===== config.mk =====
export PLATFORM = sky130hd
export DESIGN_NAME = data_capture_buffer
export DESIGN_NICKNAME = d
export VERILOG_FILES = /design/src/rtl/data_buffer_pkg.sv /design/src/rtl/capture_index_counter.sv /design/src/rtl/data_capture_buffer.sv
export SDC_FILE = /design/constraint.sdc
export NUM_CORES = 1
export LEC_CHECK = 0
export ABC_AREA = 1
export CAP_MARGIN = 20
export CORE_UTILIZATION = 44
export DETAILED_ROUTE_END_ITERATION = 8
export GPL_TIMING_DRIVEN = 0
export HOLD_SLACK_MARGIN = 0.1
export MAX_ROUTING_LAYER = met4
export PLACE_DENSITY_LB_ADDON = 0.3
export SKIP_LAST_GASP = 1
export SLEW_MARGIN = 15
export SYNTH_ARGS = -nofsm -noshare
export SYNTH_HDL_FRONTEND = slang
export SYNTH_SLANG_ARGS = --single-unit

===== constraint.sdc =====
create_clock -name i_clock -period 1.6 [get_ports i_clock]
set_input_delay 0.24 -clock i_clock [delete_from_list [all_inputs] [get_ports i_clock]]
set_output_delay 0.24 -clock i_clock [all_outputs]
set_load 0.01 [all_outputs]

===== src/rtl/data_buffer_pkg.sv =====
// Shared types for the frame-capture buffer: FSM state encoding and count-width helper.
package data_buffer_pkg;

  typedef enum logic {
    S_IDLE = 1'b0,
    S_FILL = 1'b1
  } state_t;

  // Width needed to hold the values 0..depth inclusive.
  function automatic int cnt_width(input int depth);
    return $clog2(depth + 1);
  endfunction

endpackage


===== src/rtl/capture_index_counter.sv =====
// Write-slot index for the working register; wraps to 0 after the last slot.
// Single cycle update, clear wins over inc.
module capture_index_counter #(
  parameter int DEPTH = 8,
  parameter int CNT_W = 4
) (
  input  logic             i_clock,
  input  logic             i_reset,
  input  logic             i_clear,
  input  logic             i_inc,
  output logic [CNT_W-1:0] o_index,
  output logic             o_last
);

  logic [CNT_W-1:0] r_index;
  logic             w_last;

  assign w_last  = (r_index == CNT_W'(DEPTH - 1));
  assign o_index = r_index;
  assign o_last  = w_last;

  always_ff @(posedge i_clock) begin
    if (i_reset || i_clear) begin
      r_index <= '0;
    end else if (i_inc) begin
      r_index <= w_last ? '0 : r_index + CNT_W'(1);
    end
  end

endmodule


===== src/rtl/data_capture_buffer.sv =====
// Collects DEPTH valid-qualified words after a start pulse, then publishes the whole
// frame atomically to o_buffer; all outputs are registered.
module data_capture_buffer
  import data_buffer_pkg::*;
#(
  parameter int DATA_W = 16,
  parameter int DEPTH  = 8,
  parameter int CNT_W  = cnt_width(DEPTH)
) (
  input  logic                    i_clock,
  input  logic                    i_reset,
  input  logic                    i_data_start,
  input  logic                    i_data_valid,
  input  logic [DATA_W-1:0]       i_data,
  output logic [DATA_W*DEPTH-1:0] o_buffer,
  output logic                    o_buffer_valid,
  output logic                    o_busy,
  output logic                    o_done,
  output logic [CNT_W-1:0]        o_count,
  output logic                    o_start_ignored
);

  state_t r_state;
  state_t w_next_state;

  logic [DEPTH-1:0][DATA_W-1:0] r_working;
  logic [DEPTH-1:0][DATA_W-1:0] w_frame;
  logic [DATA_W*DEPTH-1:0]      r_buffer;
  logic                         r_buffer_valid;
  logic                         r_done;
  logic                         r_start_ignored;
  logic [CNT_W-1:0]             r_count;

  logic             w_start_accept;
  logic             w_word_accept;
  logic             w_last_accept;
  logic [CNT_W-1:0] w_index;
  logic             w_last;

  assign w_start_accept = (r_state == S_IDLE) && i_data_start;
  assign w_word_accept  = (r_state == S_FILL) && i_data_valid;
  assign w_last_accept  = w_word_accept && w_last;

  capture_index_counter #(
    .DEPTH (DEPTH),
    .CNT_W (CNT_W)
  ) u_index (
    .i_clock (i_clock),
    .i_reset (i_reset),
    .i_clear (w_start_accept),
    .i_inc   (w_word_accept),
    .o_index (w_index),
    .o_last  (w_last)
  );

  always_comb begin
    w_next_state = r_state;
    case (r_state)
      S_IDLE:  if (i_data_start) w_next_state = S_FILL;
      S_FILL:  if (w_last_accept) w_next_state = S_IDLE;
      default: w_next_state = S_IDLE;
    endcase
  end

  // The completed frame takes the incoming word directly in the top slot, so the
  // publish happens on the same edge that accepts the last word.
  always_comb begin
    w_frame          = r_working;
    w_frame[DEPTH-1] = i_data;
  end

  always_ff @(posedge i_clock) begin
    if (i_reset) begin
      r_state         <= S_IDLE;
      r_working       <= '0;
      r_buffer        <= '0;
      r_buffer_valid  <= 1'b0;
      r_done          <= 1'b0;
      r_start_ignored <= 1'b0;
      r_count         <= '0;
    end else begin
      r_state         <= w_next_state;
      r_done          <= w_last_accept;
      r_start_ignored <= (r_state == S_FILL) && i_data_start;
      if (w_start_accept) begin
        r_count <= '0;
      end
      if (w_word_accept) begin
        r_count <= r_count + CNT_W'(1);
        for (int i = 0; i < DEPTH; i++) begin
          if (w_index == CNT_W'(i)) r_working[i] <= i_data;
        end
      end
      if (w_last_accept) begin
        r_buffer       <= w_frame;
        r_buffer_valid <= 1'b1;
      end
    end
  end

  assign o_buffer        = r_buffer;
  assign o_buffer_valid  = r_buffer_valid;
  assign o_busy          = (r_state == S_FILL);
  assign o_done          = r_done;
  assign o_count         = r_count;
  assign o_start_ignored = r_start_ignored;

endmodule


## After elaboration in Yosys (flattened, before gate mapping)

Index checks and enable logic that the tools add are counted.

- Flip-flop bits (word level): 252
- Bits of input ports: 20
- Output and inout port bits: 136

- Add/sub/neg operators: 2
- Equality and inequality tests: 7
- Multiplexer cells: 6
- Bitwise gates (word level): 1
- Reductions and logical operators: 14

Operator list:

| operator | number |
|---|---|
| equality test 4 x 3 -> 1 bit (second input constant) | 4 |
| AND reduction 2 bit | 7 |
| two-way mux 4 bit | 3 |
| adder 4 x 1 -> 4 bit (second input constant) | 2 |
| equality test 4 x 2 -> 1 bit (second input constant) | 2 |
| equality test 4 x 1 -> 1 bit (second input constant) | 1 |
| logical AND 1 bit | 4 |
| logical NOT 4 bit | 1 |
| two-way mux 1 bit | 2 |
| one-hot mux 1 bit (2 select lines) | 1 |
| nonzero test 2 bit | 1 |
| logical OR 1 bit | 1 |
| inverter 1 bit | 1 |

## Logic depth before layout (Yosys ltp)

Gate-level depths: netlist (run 1).

- Depth after elaboration: 4
- Depth in mapped cells: 8
- Mapped depth without buffers: 7

## By module

Synthesis (run 1) repeated with hierarchy kept, for this count alone.

- Cells, all modules: 1,380
- Area, all modules: 9,927.0 um^2

By module, submodules not included:

| module | instances | cells each | area an instance (um^2) | sequential area each (um^2) |
|---|---|---|---|---|
| data_capture_buffer | 1 | 1,353 | 9,734.3 | 4,964.8 |
| capture_index_counter | 1 | 27 | 192.7 | 80.1 |

## Worst setup path before layout (run 1)

No wires, ideal clock.

- Path kind: register -> register
- Start point: register r_state (netlist: o_busy)
- End point: register r_buffer[112] (netlist: o_buffer[112])
- Setup time: 113 ps
- Arrival: 1,246 ps
- Required time: 1,487 ps
- Path slack: 241 ps
- Cell stages (with the launch flop): 9
- Path buffers: 3
- Clock period less this slack: 1,359 ps
- Cells stage by stage: dfxtp_1 -> buf_2 -> nand3_2 -> nor2_4 -> buf_4 -> buf_4 -> nand2_1 -> nand2_1 -> nor2_1

- Cells in the longest elaborated chain, start to end: 2

RTL lines:

| element | RTL line | text |
|---|---|---|
| from (decl) | data_capture_buffer.sv:23 | `state_t r_state;` |
| from (signal assigned) | data_capture_buffer.sv:82 | `r_state <= w_next_state;` |
| logical AND 1 bit | data_capture_buffer.sv:41 | `assign w_word_accept = (r_state == S_FILL) && i_data_valid;` |
| logical AND 1 bit | data_capture_buffer.sv:42 | `assign w_last_accept = w_word_accept && w_last;` |
| to (signal assigned) | data_capture_buffer.sv:95 | `r_buffer <= w_frame;` |
| to (decl) | data_capture_buffer.sv:28 | `logic [DATA_W*DEPTH-1:0] r_buffer;` |

Every way passes these cells.
A chain may end at the register's enable or synchronous reset.

## Final worst setup path (run 1)

- Start point: register u_index.r_index[0] (netlist: u_index.o_index[0])
- End point: register r_buffer[123] (netlist: o_buffer[123])

- Cells in the longest elaborated chain, start to end: 2

RTL lines:

| element | RTL line | text |
|---|---|---|
| from (decl) | capture_index_counter.sv:15 | `logic [CNT_W-1:0] r_index;` |
| from (signal assigned) | capture_index_counter.sv:26 | `r_index <= w_last ? '0 : r_index + CNT_W'(1);` |
| equality test 4 x 3 -> 1 bit | n/a |  |
| logical AND 1 bit | data_capture_buffer.sv:42 |  |

Every way passes these cells.

==> impl_metrics.py, run 1 <==
metrics = {
    "cts": {
        "clk_path_buf_depth": 3,
        "path_clk_slew_ns": 0.06,
        "clk_latency_ns": 0.52,
        "h-tree-depth": 1,
        "cts-root-buf": "clkbuf_16",
        "cts_sinks": 252,
        "cts_buffers": 26,
        "cts_tree": "built",
    },
    "timing": {
        "setup_violations": 0,
        "final.setup_skew_ns": 0.00690,
        "hold_viol_final": 0,
        "fin_crit_ns": 1.60,
        "holdWs_ns": 0.195,
        "final_max_slew_viol_count": 0,
        "worstMarginPinSlew_ns": 0.660,
        "period_share_pct": 99.7,
        "fmax_mhz": 627,
        "rsz0062_at_grt": "true",
        "slew_headroom_pct": 56.0,
    },
    "worst_hold_path": {
        "min_path_type": "input pin to flip-flop",
    },
    "global_routing": {
        "grt_overflow": 0,
        "grt_start_max_net_pins": 14,
        "grt_pass1_vias": 8232,
        "antenna_found_initial": 0,
        "grt_pass1_wl_um": 41300,
        "grtUsageTotal_pct": 22.7,
    },
    "outcome": {
        "violations": "DRC",
        "status": "finished, violations left",
    },
    "die": {
        "rows": 54,
        "io-pin-count": 156,
        "design.die.area_sq_um": 23200,
        "core_area_sq_um": 22000,
        "chipHeight_um": 152,
        "initial_core_util_pct": 45.2,
        "die_w_um": 152,
    },
    "synthesis": {
        "synthTopCellsByArea": "dfxtp_1, nand2_1, nor2_1",
        "synthFlopType": "dfxtp_1",
        "synth.largest_area_cell": "dfxtp_1",
        "yosys_register_bits": 252,
        "synthXorXnorAreaFrac_pct": 0,
        "synthesis.area_sq_um": 9960,
        "yosysUniqueCellTypes": 21,
        "synth_top_family_by_area": "simple AND/OR/NAND/NOR gates",
        "synth_fa_ha_area_share_pct": 0.754,
        "seq_area_frac_synth_pct": 50.7,
        "synthMuxAreaShare_pct": 0,
        "synth_compound_area_share_pct": 0.540,
        "yosysMostFrequentCell": "nand2_1",
        "synthSimpleGateAreaFrac_pct": 38.5,
        "synthCells": 1494,
        "synth_edf_count": 0,
        "postSynthAreaPerCell_sq_um": 6.66,
        "ys_async_sr_fraction_pct": 0,
        "ys_top_cells_by_count": "nand2_1, nor2_1, dfxtp_1, inv_1, buf_2",
        "synth_top_area_share_pct": 50.7,
        "syn_nets": 1520,
        "yosys_warnings": 0,
    },
    "worst_setup_path": {
        "slowest_stage": "dfxtp_2",
        "crit_top_cell": "nand2_1",
        "path_cells": "ha_1 > nand3_2 > nor2_4 > buf_4 > buf_12 > buf_6 > nand2_1 > nand2_1 > nor2_1",
        "critPathBufInv": 3,
        "end_kind": "flip-flop",
        "reg2reg_slack_ns": 0.005,
        "cp_max_fo": 10,
        "arrival_ns": 2.02,
        "cp_top_family": "buffers and inverters",
        "cp.required_ns": 2.03,
        "cp-start-kind": "flip-flop",
        "slowest_delay_ns": 0.37,
        "path_class": "flip-flop to flip-flop",
    },
    "route": {
        "drc": 3,
        "highest_layer": "met4",
        "dr_wl_met3_um": 1490,
        "antenna_left": 0,
        "wl_met1_um": 11900,
        "drtIter0Drc": 628,
        "vias_per_cell": 4.55,
        "vias": 9020,
        "wirelength_um": 26000,
        "wire_per_inst_um": 13.1,
        "dr.pass1.iters": 9,
        "wl_met2_um": 12000,
    },
    "power_and_ir_drop": {
        "p_per_area_nw_per_um2": 1010,
        "p_leak_nw": 5.89,
        "peakVddDrop_mv": 0.643,
    },
    "place": {
        "placement.cell_area_sq_um": 11800,
        "dp_hpwl_um": 17900,
        "place_congestion": 0.828,
        "io_buffers": 154,
    },
    "finish": {
        "drive_above_1_share_pct": 6.64,
        "num-fill-cells": 2131,
        "area_growth_pct": 28.2,
        "nets": 1709,
        "fin_area_sq_um": 12800,
        "n_antenna_cell": 0,
        "final_util_pct": 58.0,
    },
    "run": {
        "cap_violations": 0,
    },
}
## path summary, 6_finish.rpt
path | from | to | cells after the start
setup reg to reg | u_index.o_index[0]$_SDFFE_PP0N_ | o_buffer[123]$_SDFFE_PP0P_ | 9
hold / removal | i_reset | o_count[3]$_SDFFE_PP0P_ | 5
hold reg to reg | o_buffer[99]$_SDFFE_PP0P_ | o_buffer[99]$_SDFFE_PP0P_ | 2
setup / recovery | u_index.o_index[0]$_SDFFE_PP0N_ | o_buffer[123]$_SDFFE_PP0P_ | 9
## worst reg2reg max path: stages, from the launching register on
cell and delay, ns:
dfxtp_2 0.37, ha_1 0.20, nand3_2 0.11, nor2_4 0.15, buf_4 0.15, buf_12 0.17, buf_6 0.15, nand2_1 0.06
nand2_1 0.09, nor2_1 0.04
## flip-flops by register name, summed over array words and instances, names as in the netlist
name,cells
o_busy,1
r_working,112
u_index.o_index,4
o_buffer,128
o_done,1
o_count,4
o_start_ignored,1
o_buffer_valid,1
## per-layer routing
layer | vias to the layer above | track usage, %
met2 | 247 | 36.7
met3 | 49 | 3.27
met1 | 4000 | 29.2
li1 | 4724 | -
met5 | - | -
met4 | 0 | 7.36
## cells in the final DEF (no fill, tap or decap), types with 4 or more instances in the layout
cell type,n
dlygate4sd2_1,135
buf_4,15
clkinv_2,4
clkbuf_1,10
buf_1,22
nor2_4,8
dfxtp_1,249
nand2_1,498
nor2_1,489
buf_2,13
a21oi_1,5
clkdlybuf4s50_1,18
inv_1,136
buf_6,16
clkbuf_16,28
ha_1,6
nand3_1,11
clkbuf_8,8
clkbuf_4,10
## final cells by class
cell class / instances / area [sq um] / area share, %
tap: 280 / 350 / 2.74
sequential: 252 / 5050 / 39.6
clock buffer: 43 / 816 / 6.39
inverter: 138 / 518 / 4.06
clock inverter: 4 / 20.0 / 0.157
multi-input combinational: 1027 / 4010 / 31.4
buffer: 77 / 548 / 4.29
timing repair buffer: 161 / 1450 / 11.4
## kinds of logic (layout without fill, tap and decap cells)
group                    count (synthesis)  in the layout
adder cells (fa/ha/maj)                  6              6
AND/OR/NAND/NOR                       1011           1011
AO/OA/AOI/OAI                           10             10
buffers and inverters                  215            423
flip-flops                             252            252
## power by group
group | internal (W) | switching, W
combinational | 0.000206 | 0.000428
sequential | 0.00633 | 0.0000340
clock | 0.00345 | 0.00241
## stage by stage
step | instances | TNS, ns | worst slack [ns] | total power [W]
after floorplan | 1494 | 0 | 0.241 | 0.00688
after global placement | 1928 | -60.77 | -0.349 | 0.00710
after detailed placement | 1928 | -68.24 | -0.395 | 0.00711
after CTS | 1977 | -0.108 | -0.0983 | 0.0129
after global routing | 1982 | -4.00 | -0.0923 | 0.0133
final | 1982 | 0 | 0.00499 | 0.0129
## what timing repair did
action                                  4_1_cts  5_1_grt
hold buffers                                  2        0
pin swaps                                     0        1
endpoints found under the setup margin      264      231
endpoints found under the hold margin         5        0
cloned                                        0        1
setup buffers                                 0        4
gates resized for setup                     143       50
(Power assumes the default switching activity.)
==> inputs of run 2 (changes only) <==
SKIP_LAST_GASP = not set   (was 1)
SLEW_MARGIN = not set   (was 15)
==> impl_metrics.py, run 2 (synthesized netlist as in run 1, its figures left out) <==
metrics = {
    "outcome": {
        "status": "finished, violations left",
        "violations": "DRC",
    },
    "timing": {
        "fin_crit_ns": 1.56,
        "final_max_slew_viol_count": 0,
        "setup_violations": 0,
        "period_share_pct": 97.8,
        "slew_headroom_pct": 57.9,
        "hold_viol_final": 0,
        "worstMarginPinSlew_ns": 0.631,
        "rsz0062_at_grt": "true",
        "fmax_mhz": 639,
        "final.setup_skew_ns": 0.00771,
    },
    "route": {
        "dr_wl_met3_um": 1550,
        "dr.pass1.iters": 9,
        "wirelength_um": 26200,
        "wl_met1_um": 11900,
        "drc": 3,
        "wire_per_inst_um": 13.2,
        "drtIter0Drc": 568,
        "wl_met2_um": 12100,
        "vias_per_cell": 4.56,
        "vias": 9066,
        "highest_layer": "met4",
        "antenna_left": 0,
    },
    "die": {
        "io-pin-count": 156,
        "rows": 54,
        "die_w_um": 152,
        "chipHeight_um": 152,
        "core_area_sq_um": 22000,
        "initial_core_util_pct": 45.2,
        "design.die.area_sq_um": 23200,
    },
    "worst_hold_path": {
        "min-delay-start": "i_reset",
        "whs_endpoint": "o_count[3]$_SDFFE_PP0P_",
        "hold_depth": 5,
        "min_path_type": "input pin to flip-flop",
    },
    "global_routing": {
        "antenna_found_initial": 0,
        "grt_start_max_net_pins": 14,
        "grtUsageTotal_pct": 22.7,
        "grt_pass1_wl_um": 41300,
        "grt_overflow": 0,
        "grt_pass1_vias": 8231,
    },
    "place": {
        "place_congestion": 0.828,
        "dpl.cell_count": 1928,
        "placement.cell_area_sq_um": 11800,
        "io_buffers": 154,
        "dp_hpwl_um": 17900,
    },
    "power_and_ir_drop": {
        "p_per_area_nw_per_um2": 1000,
        "peakVddDrop_mv": 0.642,
        "p_leak_nw": 5.91,
    },
    "finish": {
        "seqCellArea_sq_um": 5050,
        "drive_above_1_share_pct": 7.15,
        "n_antenna_cell": 0,
        "fin_area_sq_um": 12800,
        "nets": 1714,
        "final_util_pct": 58.2,
        "layout_commonest_cell": "nand2_1",
        "largest_reg_flops": 128,
        "final_cell_mix": "nand2_1, nor2_1, dfxtp_1, inv_1, dlygate4sd2_1",
        "area_growth_pct": 28.8,
        "multi_input_area_sq_um": 4020,
        "fin_cells": 1987,
        "num-fill-cells": 2120,
    },
    "worst_setup_path": {
        "cp-start-kind": "flip-flop",
        "cp.required_ns": 2.02,
        "reg2reg_slack_ns": 0.04,
        "path_cells": "ha_2 > nand3_2 > nor2_4 > buf_4 > buf_12 > buf_6 > nand2_1 > nand2_2 > nor2_1",
        "r2r-start": "u_index.o_index[1]$_SDFFE_PP0N_",
        "rr_worst_depth": 9,
        "r2r_end": "o_buffer[120]$_SDFFE_PP0P_",
        "arrival_ns": 1.99,
        "critPathBufInv": 3,
        "path_class": "flip-flop to flip-flop",
        "slowest_delay_ns": 0.38,
        "cp_top_family": "buffers and inverters",
        "cp_max_fo": 10,
        "end_kind": "flip-flop",
        "slowest_stage": "dfxtp_4",
    },
    "cts": {
        "cts_sinks": 252,
        "path_clk_slew_ns": 0.06,
        "cts_tree": "built",
        "clk_path_buf_depth": 3,
        "h-tree-depth": 1,
        "cts_buffers": 26,
        "cts-root-buf": "clkbuf_16",
        "clk_latency_ns": 0.52,
    },
    "run": {
        "cap_violations": 0,
    },
}
[run 2: cell count changes in the layout (fill, tap and decap cells not counted), sizes merged]
cell	delta
dlygate4sd2	+1
buf	+9
dlymetal6s2s	-1
clkbuf	-4
[run 2: stage by stage]
step	total power [W]	hold WS (ns)	setup slack, ns	setup TNS (ns)
4_1_cts	0.0129	0.147	0.0204	0
6_report	0.0129	0.195	0.0354	0
3_5_place_dp	0.00711	0.470	-0.395	-68.24
3_3_place_gp	0.00710	0.452	-0.349	-60.77
5_1_grt	0.0133	0.203	-0.0609	-1.28
2_1_floorplan	0.00688	0.362	0.241	0
[run 2: cell type report]
type / instances / share of cell area, %
Clock inverter: 4 / 0.156
Tap cell: 280 / 2.73
Inverter: 138 / 4.04
Sequential cell: 252 / 39.4
Timing Repair Buffer: 166 / 11.6
Clock buffer: 43 / 6.36
Multi-Input combinational cell: 1027 / 31.3
Buffer: 77 / 4.43
[run 2: how the worst max path moves through the flow]
| stage | startpoint | to | slack [ns] | cells past startpoint |
|---|---|---|---|---|
| final | u_index.o_index[1]$_SDFFE_PP0N_ | o_buffer[120]$_SDFFE_PP0P_ | 0.04 | 9 |
| after global routing | o_busy$_SDFF_PP0_ | o_buffer[116]$_SDFFE_PP0P_ | -0.06 | 9 |
| after global placement | i_data_valid | o_buffer[62]$_SDFFE_PP0P_ | -0.35 | 8 |
| after floorplan | o_busy$_SDFF_PP0_ | o_buffer[112]$_SDFFE_PP0P_ | 0.24 | 8 |
| after detailed placement | i_data_valid | o_buffer[65]$_SDFFE_PP0P_ | -0.40 | 8 |
| after CTS | u_index.o_index[1]$_SDFFE_PP0N_ | o_buffer[62]$_SDFFE_PP0P_ | 0.02 | 8 |
[run 2: worst register-to-register path, cell delays in order, from the launching register on]
cell,delay [ns]
dfxtp_4,0.38
ha_2,0.19
nand3_2,0.10
nor2_4,0.15
buf_4,0.15
buf_12,0.16
buf_6,0.14
nand2_1,0.07
nand2_2,0.09
nor2_1,0.04
[run 2: repair_timing]
action | in CTS | in global routing
endpoints found under the hold margin | 5 | 0
hold buffers | 2 | 0
gates cloned | 0 | 1
resized for setup | 145 | 58
setup buffers | 0 | 9
pin swaps | 0 | 4
endpoints found under the setup margin | 264 | 219
[run 2: metal layers]
layer	global-route usage (%)	vias to the layer above
met4	7.36	0
met3	3.27	50
met2	36.7	252
li1	-	4739
met5	-	-
met1	29.2	4025
[run 2: power breakdown]
group | switching, W | internal (W)
clock network | 0.00241 | 0.00345
registers | 0.0000340 | 0.00633
logic | 0.000434 | 0.000219
total | 0.00288 | 0.0100
